--- config.mk ---
export PLATFORM = sky130hd
export DESIGN_NAME = seg_scan_display
export DESIGN_NICKNAME = d
export VERILOG_FILES = /design/src/rtl/seg_display_pkg.sv /design/src/rtl/seg_scan_timer.sv /design/src/rtl/seg_scan_display.sv
export SDC_FILE = /design/constraint.sdc
export NUM_CORES = 1
export LEC_CHECK = 0
export ABC_AREA = 1
export CAP_MARGIN = 10
export CORE_MARGIN = 4
export CORE_UTILIZATION = 56
export CTS_BUF_LIST = sky130_fd_sc_hd__clkbuf_8
export CTS_CLUSTER_SIZE = 30
export DETAILED_ROUTE_END_ITERATION = 8
export GPL_TIMING_DRIVEN = 0
export PLACE_DENSITY = 0.83
export SYNTH_ARGS = -nofsm -noshare
export SYNTH_HDL_FRONTEND = slang
export SYNTH_HIERARCHICAL = 1
export SYNTH_SLANG_ARGS = --single-unit
--- constraint.sdc ---
create_clock -name clk -period 9.44 [get_ports clk]
set_input_delay 0.944 -clock clk [delete_from_list [all_inputs] [get_ports clk]]
set_output_delay 0.944 -clock clk [all_outputs]
set_load 0.01 [all_outputs]
--- src/rtl/seg_display_pkg.sv ---
// Shared 7-segment types and the hex glyph table used by display/status blocks.
// Segment vectors are active high, bit 6 = A ... bit 0 = G.
package seg_display_pkg;

    typedef logic [6:0] seg7_t;

    localparam seg7_t SEG_OFF = 7'h00;

    function automatic seg7_t hex_to_seg7(input logic [3:0] nibble);
        seg7_t seg;
        case (nibble)
            4'h0:    seg = 7'h7E;
            4'h1:    seg = 7'h30;
            4'h2:    seg = 7'h6D;
            4'h3:    seg = 7'h79;
            4'h4:    seg = 7'h33;
            4'h5:    seg = 7'h5B;
            4'h6:    seg = 7'h5F;
            4'h7:    seg = 7'h70;
            4'h8:    seg = 7'h7F;
            4'h9:    seg = 7'h7B;
            4'hA:    seg = 7'h77;
            4'hB:    seg = 7'h1F;
            4'hC:    seg = 7'h4E;
            4'hD:    seg = 7'h3D;
            4'hE:    seg = 7'h4F;
            default: seg = 7'h47;
        endcase
        return seg;
    endfunction

endpackage

--- src/rtl/seg_scan_timer.sv ---
// Scan timebase: slot prescaler, digit index, dead-time/PWM gate, blink phase
// and the frame boundary / registered frame_start pulse.
module seg_scan_timer
    import seg_display_pkg::*;
#(
    parameter int NUM_DIGITS   = 4,
    parameter int IDX_W        = 2,
    parameter int DIV_W        = 14,
    parameter int BRIGHT_W     = 4,
    parameter int DEAD_CYCLES  = 2,
    parameter int BLINK_FRAMES = 512
) (
    input  logic                clk,
    input  logic                reset,
    input  logic [BRIGHT_W-1:0] brightness,
    output logic [IDX_W-1:0]    idx,
    output logic                slot_on,
    output logic                boundary,
    output logic                blink_phase,
    output logic                frame_start
);

    localparam int FC_W = (BLINK_FRAMES > 1) ? $clog2(BLINK_FRAMES) : 1;
    localparam logic [DIV_W-1:0] PRESC_MAX = '1;
    localparam logic [DIV_W-1:0] DEAD_VAL  = DIV_W'(DEAD_CYCLES);
    localparam logic [IDX_W-1:0] IDX_LAST  = IDX_W'(NUM_DIGITS - 1);
    localparam logic [FC_W-1:0]  FC_LAST   = FC_W'(BLINK_FRAMES - 1);

    logic [DIV_W-1:0]    prescaler_reg;
    logic [IDX_W-1:0]    idx_reg;
    logic [FC_W-1:0]     frame_cnt_reg;
    logic                blink_phase_reg;
    logic                frame_start_reg;
    logic                wrap;
    logic [BRIGHT_W-1:0] pwm_phase;

    assign wrap        = (prescaler_reg == PRESC_MAX);
    assign boundary    = wrap && (idx_reg == IDX_LAST);
    assign pwm_phase   = prescaler_reg[DIV_W-1 -: BRIGHT_W];
    assign slot_on     = (prescaler_reg >= DEAD_VAL) && (pwm_phase < brightness);
    assign idx         = idx_reg;
    assign blink_phase = blink_phase_reg;
    assign frame_start = frame_start_reg;

    always_ff @(posedge clk or posedge reset) begin
        if (reset) begin
            prescaler_reg   <= '0;
            idx_reg         <= '0;
            frame_cnt_reg   <= '0;
            blink_phase_reg <= 1'b0;
            frame_start_reg <= 1'b0;
        end else begin
            prescaler_reg   <= prescaler_reg + 1'b1;
            // Registered with the display outputs so it lines up with digit 0 appearing.
            frame_start_reg <= (prescaler_reg == '0) && (idx_reg == '0);
            if (wrap) begin
                idx_reg <= boundary ? '0 : idx_reg + 1'b1;
            end
            if (boundary) begin
                if (frame_cnt_reg == FC_LAST) begin
                    frame_cnt_reg   <= '0;
                    blink_phase_reg <= ~blink_phase_reg;
                end else begin
                    frame_cnt_reg <= frame_cnt_reg + 1'b1;
                end
            end
        end
    end

endmodule

--- src/rtl/seg_scan_display.sv ---
// N-digit multiplexed 7-segment driver with double-buffered per-digit controls
// that only switch at frame boundaries, so a frame never mixes old and new data.
module seg_scan_display
    import seg_display_pkg::*;
#(
    parameter int NUM_DIGITS   = 4,
    parameter int DIV_W        = 14,
    parameter int BRIGHT_W     = 4,
    parameter int DEAD_CYCLES  = 2,
    parameter int BLINK_FRAMES = 512
) (
    input  logic                    clk,
    input  logic                    reset,
    input  logic                    load,
    input  logic [4*NUM_DIGITS-1:0] value_in,
    input  logic [NUM_DIGITS-1:0]   raw_en_in,
    input  logic [7*NUM_DIGITS-1:0] raw_seg_in,
    input  logic [NUM_DIGITS-1:0]   dp_in,
    input  logic [NUM_DIGITS-1:0]   blank_in,
    input  logic [NUM_DIGITS-1:0]   blink_in,
    input  logic [BRIGHT_W-1:0]     brightness,
    output logic [6:0]              seg_n,
    output logic                    dp_n,
    output logic [NUM_DIGITS-1:0]   an_n,
    output logic                    frame_start
);

    localparam int IDX_W  = (NUM_DIGITS > 1) ? $clog2(NUM_DIGITS) : 1;
    localparam int BANK_W = 15 * NUM_DIGITS;
    // Bank layout {value, raw_en, raw_seg, dp, blank, blink}; reset leaves every digit blanked.
    localparam logic [BANK_W-1:0] BANK_RESET = {{(14*NUM_DIGITS){1'b0}}, {NUM_DIGITS{1'b0}}}
                                             | ({{(14*NUM_DIGITS){1'b0}}, {NUM_DIGITS{1'b1}}} << NUM_DIGITS);

    logic [IDX_W-1:0]        idx;
    logic                    slot_on;
    logic                    boundary;
    logic                    blink_phase;

    logic [BANK_W-1:0]       bank_in;
    logic [BANK_W-1:0]       shadow_reg;
    logic [BANK_W-1:0]       active_reg;
    logic                    pending_reg;

    logic [4*NUM_DIGITS-1:0] act_value;
    logic [NUM_DIGITS-1:0]   act_raw_en;
    logic [7*NUM_DIGITS-1:0] act_raw_seg;
    logic [NUM_DIGITS-1:0]   act_dp;
    logic [NUM_DIGITS-1:0]   act_blank;
    logic [NUM_DIGITS-1:0]   act_blink;

    seg7_t                   digit_seg [NUM_DIGITS];
    seg7_t                   cur_seg;
    logic                    lit;

    logic [6:0]              seg_n_reg;
    logic [6:0]              seg_n_next;
    logic                    dp_n_reg;
    logic                    dp_n_next;
    logic [NUM_DIGITS-1:0]   an_n_reg;
    logic [NUM_DIGITS-1:0]   an_n_next;

    seg_scan_timer #(
        .NUM_DIGITS  (NUM_DIGITS),
        .IDX_W       (IDX_W),
        .DIV_W       (DIV_W),
        .BRIGHT_W    (BRIGHT_W),
        .DEAD_CYCLES (DEAD_CYCLES),
        .BLINK_FRAMES(BLINK_FRAMES)
    ) u_timer (
        .clk        (clk),
        .reset      (reset),
        .brightness (brightness),
        .idx        (idx),
        .slot_on    (slot_on),
        .boundary   (boundary),
        .blink_phase(blink_phase),
        .frame_start(frame_start)
    );

    assign bank_in = {value_in, raw_en_in, raw_seg_in, dp_in, blank_in, blink_in};
    assign {act_value, act_raw_en, act_raw_seg, act_dp, act_blank, act_blink} = active_reg;

    always_ff @(posedge clk or posedge reset) begin
        if (reset) begin
            shadow_reg  <= BANK_RESET;
            active_reg  <= BANK_RESET;
            pending_reg <= 1'b0;
        end else begin
            if (load) begin
                shadow_reg <= bank_in;
            end
            if (boundary) begin
                // A load on the boundary cycle bypasses the shadow and goes live now.
                if (load) begin
                    active_reg <= bank_in;
                end else if (pending_reg) begin
                    active_reg <= shadow_reg;
                end
                pending_reg <= 1'b0;
            end else if (load) begin
                pending_reg <= 1'b1;
            end
        end
    end

    for (genvar gi = 0; gi < NUM_DIGITS; gi++) begin : g_digit
        assign digit_seg[gi] = act_raw_en[gi] ? act_raw_seg[7*gi +: 7]
                                              : hex_to_seg7(act_value[4*gi +: 4]);
        assign an_n_next[gi] = ~(lit && (idx == IDX_W'(gi)));
    end

    assign cur_seg    = digit_seg[idx];
    assign lit        = slot_on && !act_blank[idx] && !(act_blink[idx] && blink_phase);
    assign seg_n_next = ~(lit ? cur_seg : SEG_OFF);
    assign dp_n_next  = ~(lit && act_dp[idx]);

    always_ff @(posedge clk or posedge reset) begin
        if (reset) begin
            seg_n_reg <= '1;
            dp_n_reg  <= 1'b1;
            an_n_reg  <= '1;
        end else begin
            seg_n_reg <= seg_n_next;
            dp_n_reg  <= dp_n_next;
            an_n_reg  <= an_n_next;
        end
    end

    assign seg_n = seg_n_reg;
    assign dp_n  = dp_n_reg;
    assign an_n  = an_n_reg;

endmodule

== Word level (Yosys, flattened, before mapping) ==
Memories as Yosys holds them, arrays and structs flattened.
Index checks and enable logic that the tools add are counted.
W data, S select, Z words.

* Register bits after elaboration: 160
* ROM bits: 448
* Bits of input ports: 67
* Output and inout port bits: 13
* Logic and storage cells: 74
* Memories kept: 4

{| class="wikitable"
|+ Memories
! name !! depth !! width !! rd ports !! clocked after memory_dff !! write ports !! RTL line !! source
|-
| (name not given) || 16 || 7 || 1 || 0 || 0 || seg_display_pkg.sv:11 || <nowiki>case (nibble)</nowiki>
|-
| (name not given) || 16 || 7 || 1 || 0 || 0 || seg_display_pkg.sv:11 ||
|-
| (name not given) || 16 || 7 || 1 || 0 || 0 || seg_display_pkg.sv:11 ||
|-
| (name not given) || 16 || 7 || 1 || 0 || 0 || seg_display_pkg.sv:11 ||
|}

* Add/subtract/negate cells: 3
* $lt $le $gt $ge: 4
* Eq/ne operators: 5
* Mux-type cells: 20
* Bitwise gates (word level): 8
* Reductions and logical operators: 19

{| class="wikitable"
|+ Operators by type and width
! kind !! count
|-
| $mux W60 || 2
|-
| $mux W7 || 7
|-
| $add A14 B1 Y14 const B || 1
|-
| $bmux W7 S2 || 1
|-
| $eq A14 B14 Y1 const B || 1
|-
| $ge A14 B2 Y1 const B || 1
|-
| $logic_not A14 Y1 || 1
|-
| $logic_and A1 B1 Y1 || 11
|-
| $add A9 B1 Y9 const B || 1
|-
| $eq A9 B9 Y1 const B || 1
|-
| $mux W9 || 1
|-
| $not A7 Y7 || 1
|-
| $bmux W1 S2 || 3
|-
| $not A1 Y1 || 6
|-
| $mux W1 || 5
|-
| $eq A2 B2 Y1 const B || 2
|-
| $lt A4 B4 Y1 || 1
|-
| $reduce_and A2 Y1 || 2
|-
| $reduce_bool A2 Y1 || 2
|-
| $ge A3 B3 Y1 const B || 1
|-
| $lt A2 B3 Y1 const B || 1
|-
| $not A2 Y3 || 1
|-
| $add A2 B1 Y2 const B || 1
|-
| $eq A2 B1 Y1 const B || 1
|-
| 3 further kinds || 4
|}

== Logic depth before layout (Yosys ltp) ==
* Depth in word-level cells: 7
* Mapped depth: 13
* Mapped depth without buffers: 11

== Modules after synthesis ==
The synthesis kept the hierarchy.

{| class="wikitable"
|+ Modules (own cells, without submodules)
! module !! instances !! cells an instance !! area an instance (um2) !! seq. area each (um2)
|-
| seg_scan_display || 1 || 798 || 6472.5 || 3353.2
|-
| seg_scan_timer || 1 || 195 || 1556.5 || 675.6
|}

== Worst setup path after synthesis ==
Ideal clock, no wire load.

* Kind: input port to flip-flop
* Start: input brightness[3]
* End: register dp_n_reg, in the netlist dp_n
* Library setup time: 82 ps
* Arrival: 2046 ps
* Required time: 9358 ps
* Slack: 7311 ps
* Cell stages on the path: 10
* Buffers on the path: 0
* Cell sequence: inv_1 -> ha_1 -> a21oi_1 -> o21ai_0 -> a21oi_1 -> o21ai_2 -> nor2_4 -> nand3b_4 -> inv_6 -> nand2_2

* Word-level cells in the longest chain between the ends: 6

{| class="wikitable"
|+ RTL lines
! element !! RTL line !! source
|-
| from (decl) || seg_scan_display.sv:21 || <nowiki>input logic [BRIGHT_W-1:0] brightness,</nowiki>
|-
| $lt A4 B4 Y1 || seg_scan_timer.sv:40 || <nowiki>assign slot_on = (prescaler_reg >= DEAD_VAL) && (pwm_phase < brightness);</nowiki>
|-
| $logic_and A1 B1 Y1 || seg_scan_timer.sv:40 ||
|-
| named net slot_on || seg_scan_display.sv:35 || <nowiki>logic slot_on;</nowiki>
|-
| $logic_and A1 B1 Y1 (2 in series) || seg_scan_display.sv:113 || <nowiki>assign lit = slot_on && !act_blank[idx] && !(act_blink[idx] && blink_phase);</nowiki>
|-
| $logic_and A1 B1 Y1 || seg_scan_display.sv:115 || <nowiki>assign dp_n_next = ~(lit && act_dp[idx]);</nowiki>
|-
| $not A1 Y1 || seg_scan_display.sv:115 ||
|-
| named net dp_n_next || seg_scan_display.sv:58 || <nowiki>logic dp_n_next;</nowiki>
|-
| to (signal assigned) || seg_scan_display.sv:124 || <nowiki>dp_n_reg <= dp_n_next;</nowiki>
|-
| to (decl) || seg_scan_display.sv:57 || <nowiki>logic dp_n_reg;</nowiki>
|}

The timed path passes the listed nets, and every way through them passes these cells.
A chain may end at the register's enable or synchronous reset.

== Worst setup path after layout ==
* Start: register dp_n_reg, in the netlist dp_n
* End: output dp_n

{| class="wikitable"
|+ RTL lines
! element !! RTL line !! source
|-
| to (decl) || seg_scan_display.sv:23 || <nowiki>output logic dp_n,</nowiki>
|}

No word-level cell between the ends.

==> results.sh <==
export IMPL_grt_total_usage_pct=24.5
export IMPL_power_frac_clock_pct=35.6
export IMPL_coreArea_sq_um=14000
export IMPL_via_per_inst=5.24
export IMPL_nNetsFinal=1192
export IMPL_drt_iter0_drc=749
export IMPL_fillers=1140
export IMPL_critPathLaunchType="register"
export IMPL_drcViolationCount=0
export IMPL_ant_nets=0
export IMPL_worst_slack_ns=6.98
export IMPL_crit_chain="clkdlybuf4s50_1"
export IMPL_avgRoutedWirePerCell_um=14.7
export IMPL_grt_pass1_wl_um=31700
export IMPL_grt_pass1_vias=6539
export IMPL_cts_root_buffer="clkbuf_8"
export IMPL_cellLeakagePower_nw=4.73
export IMPL_worstMarginPinSlew_ns=1.03
export IMPL_ys_flop_type="dfrtp_1"
export IMPL_vias=6734
export IMPL_cts_buffers=17
export IMPL_finalHoldViolCount=0
export IMPL_hold_class="reg2reg"
export IMPL_final_core_util_pct=67.7
export IMPL_drt_pass1_iter_count=5
export IMPL_rr_endpoint="active_reg[3]$_DFFE_PP0P_"
export IMPL_r2r_slack_ns=7.10
export IMPL_drv_cap=0
export IMPL_skew_ns=0.00955
export IMPL_finalPower_mw=1.44
export IMPL_crit_path_end="dp_n"
export IMPL_insertion_delay_ns=0.46
export IMPL_path_class="reg2out"
export IMPL_drt_total_wl_um=18900
export IMPL_boundaryPins=80
export IMPL_syn_area_sq_um=8030
export IMPL_synth_cells=993
export IMPL_grt_max_degree=77
export IMPL_crit_required_ns=8.50
export IMPL_cts_hold_buf=0
export IMPL_pwr_density_cell_nw_per_um2=152
export IMPL_crit_buf_inv=1
export IMPL_status="completed"
export IMPL_yosysWarnings=6
export IMPL_end_kind="primary output"
export IMPL_critPathTopFamily="flip-flops"
export IMPL_ys_seq_elements=160
export IMPL_die_h_um=128
export IMPL_post_cts_buffers=0
export IMPL_seqPwrFrac_pct=52.1
export IMPL_final_cell_mix="377 x nand2_1, 140 x dfrtp_1, 80 x inv_1"
export IMPL_antenna_cells=0
export IMPL_p_sw_share_pct=25.9
export IMPL_min_period_ns=2.46
export IMPL_ctsResizeCount=0
export IMPL_regArea_sq_um=4030
export IMPL_die_w_um=128
export IMPL_critical_path_slowest_cell="dfstp_2"
export IMPL_clock_sinks=160
export IMPL_pwr_share_comb_pct=12.3
export IMPL_io_buffers=78
export IMPL_multi_input_area_sq_um=3460
export IMPL_dieArea_sq_um=16300
export IMPL_initial_core_util_pct=57.4
export IMPL_place_ws_ns=6.58
export IMPL_power_switching_mw=0.373
export IMPL_post_route_period_util_pct=26.0
export IMPL_place_congestion=0.913
export IMPL_rsz0062_at_grt="no"
export IMPL_setup_viol=0
export IMPL_fin_setup_tns_ns=0
export IMPL_cpPeakStageDelay_ns=0.53
export IMPL_syn_area_per_cell_sq_um=8.09
export IMPL_slew_violations=0
export IMPL_drive_gt1_share_pct=10.5
export IMPL_syn_to_final_growth_pct=17.9
export IMPL_intPower_mw=1.07
export IMPL_synth_nets=1094
export IMPL_hpwl_um=13900
export IMPL_worst_ep_arrival_time_ns=1.51
export IMPL_clk_pin_slew_ns=0.08
export IMPL_startpoint="dp_n$_DFF_PP1_"
export IMPL_async_flop_share_pct=100
export IMPL_fmax_ghz=0.407
export IMPL_antenna_found_initial=0
export IMPL_yosysSeqAreaShare_pct=50.2
export IMPL_worstPathMaxFanout=1
export IMPL_synthDistinctLibCells=37
export IMPL_cts_tree="built"
export IMPL_overflow=0
export IMPL_reg2regPathDepth=12
export IMPL_rows=43
export IMPL_cts_buffer_depth=2
export IMPL_synth_edf_count=0
export IMPL_timing_rr_start="u_timer/prescaler_reg[1]$_DFF_PP0_"
export IMPL_ir_drop_v=0.0000991
export IMPL_layout_commonest_cell="nand2_1"
export IMPL_maxSlewHeadroom_pct=31.0
export IMPL_crit_cells=1
export IMPL_htree_levels=4
-- cell type report --
type                            instances  area share, %
Multi-Input combinational cell        709           36.5
Tap cell                              180           2.38
Inverter                               86           3.52
Sequential cell                       160           42.6
Buffer                                 38           2.26
Clock inverter                         14           1.61
Clock buffer                           18           2.62
Timing Repair Buffer                   79           8.54
-- worst min path at each step --
stage / start / end / slack [ns] / cells after the start
floorplan: shadow_reg[0]$_DFFE_PP0P_ / shadow_reg[0]$_DFFE_PP0P_ / 0.44 / 2
global placement: shadow_reg[24]$_DFFE_PP0P_ / shadow_reg[24]$_DFFE_PP0P_ / 0.45 / 2
detailed placement: shadow_reg[26]$_DFFE_PP0P_ / shadow_reg[26]$_DFFE_PP0P_ / 0.45 / 2
CTS: shadow_reg[19]$_DFFE_PP0P_ / shadow_reg[19]$_DFFE_PP0P_ / 0.47 / 2
global route: shadow_reg[58]$_DFFE_PP0P_ / shadow_reg[58]$_DFFE_PP0P_ / 0.48 / 2
finish: shadow_reg[19]$_DFFE_PP0P_ / shadow_reg[19]$_DFFE_PP0P_ / 0.47 / 2
-- metrics by stage --
step                      instances  area, sq um  hold slack, ns
after floorplan                 993         8030           0.436
after global placement         1251         9030           0.447
after detailed placement       1252         9070           0.454
after CTS                      1284         9470           0.473
after global routing           1284         9470           0.484
final                          1284         9470           0.470
-- cell usage after synthesis (2+ instances only) --
cell type	instances	area share [%]
buf_4	5	0.47
nand2_2	15	1.2
nand3b_1	3	0.28
a31oi_1	29	2.3
a21oi_1	28	1.7
dfrtp_1	140	44
xor2_1	7	0.76
nor2_4	3	0.42
buf_6	4	0.56
nand3_1	68	4.2
o21ai_2	4	0.44
o211ai_1	5	0.47
inv_2	8	0.37
xnor2_1	2	0.22
nor4_1	2	0.16
inv_1	76	3.6
nand4_1	4	0.31
nand2_1	377	18
o21ai_0	34	2.1
nor2_2	5	0.39
nor2_1	62	2.9
dfstp_2	20	6.5
o21ai_1	18	1.1
buf_2	18	1.1
ha_1	34	5.3
clkbuf_1	11	0.51
-- power groups by stage --
stage	logic (mW)	registers, mW	clock network [mW]
6_report	0.177	0.749	0.513
5_1_grt	0.202	0.754	0.546
4_1_cts	0.178	0.749	0.519
3_5_place_dp	0.177	0.762	0
3_3_place_gp	0.172	0.761	0
2_1_floorplan	0.108	0.758	0
-- worst min-delay path: stages (launching register included) --
cell and delay (ns):
dfrtp_1 0.32, nand2_1 0.06, nand2_1 0.06
-- per-layer routing --
layer | global-route usage [%] | vias up | share of wire [%]
met2 | 37.3 | 204 | 45
li1 | - | 3348 | -
met5 | 0 | - | 0
met1 | 35.2 | 3145 | 47
met4 | 8.86 | 0 | 2.5
met3 | 4.83 | 37 | 6.3
-- kinds of logic after synthesis --
kind of cell               Yosys count  share of synthesized area, %
and+or+nand+nor                    545                          28.3
DFF                                160                          50.2
buffers and inverters              124                          6.75
AOI/OAI and AO/OA                  121                          8.45
adders and majority gates           34                          5.30
xor gates and xnor gates             9                         0.982
(Power assumes the default switching activity.)
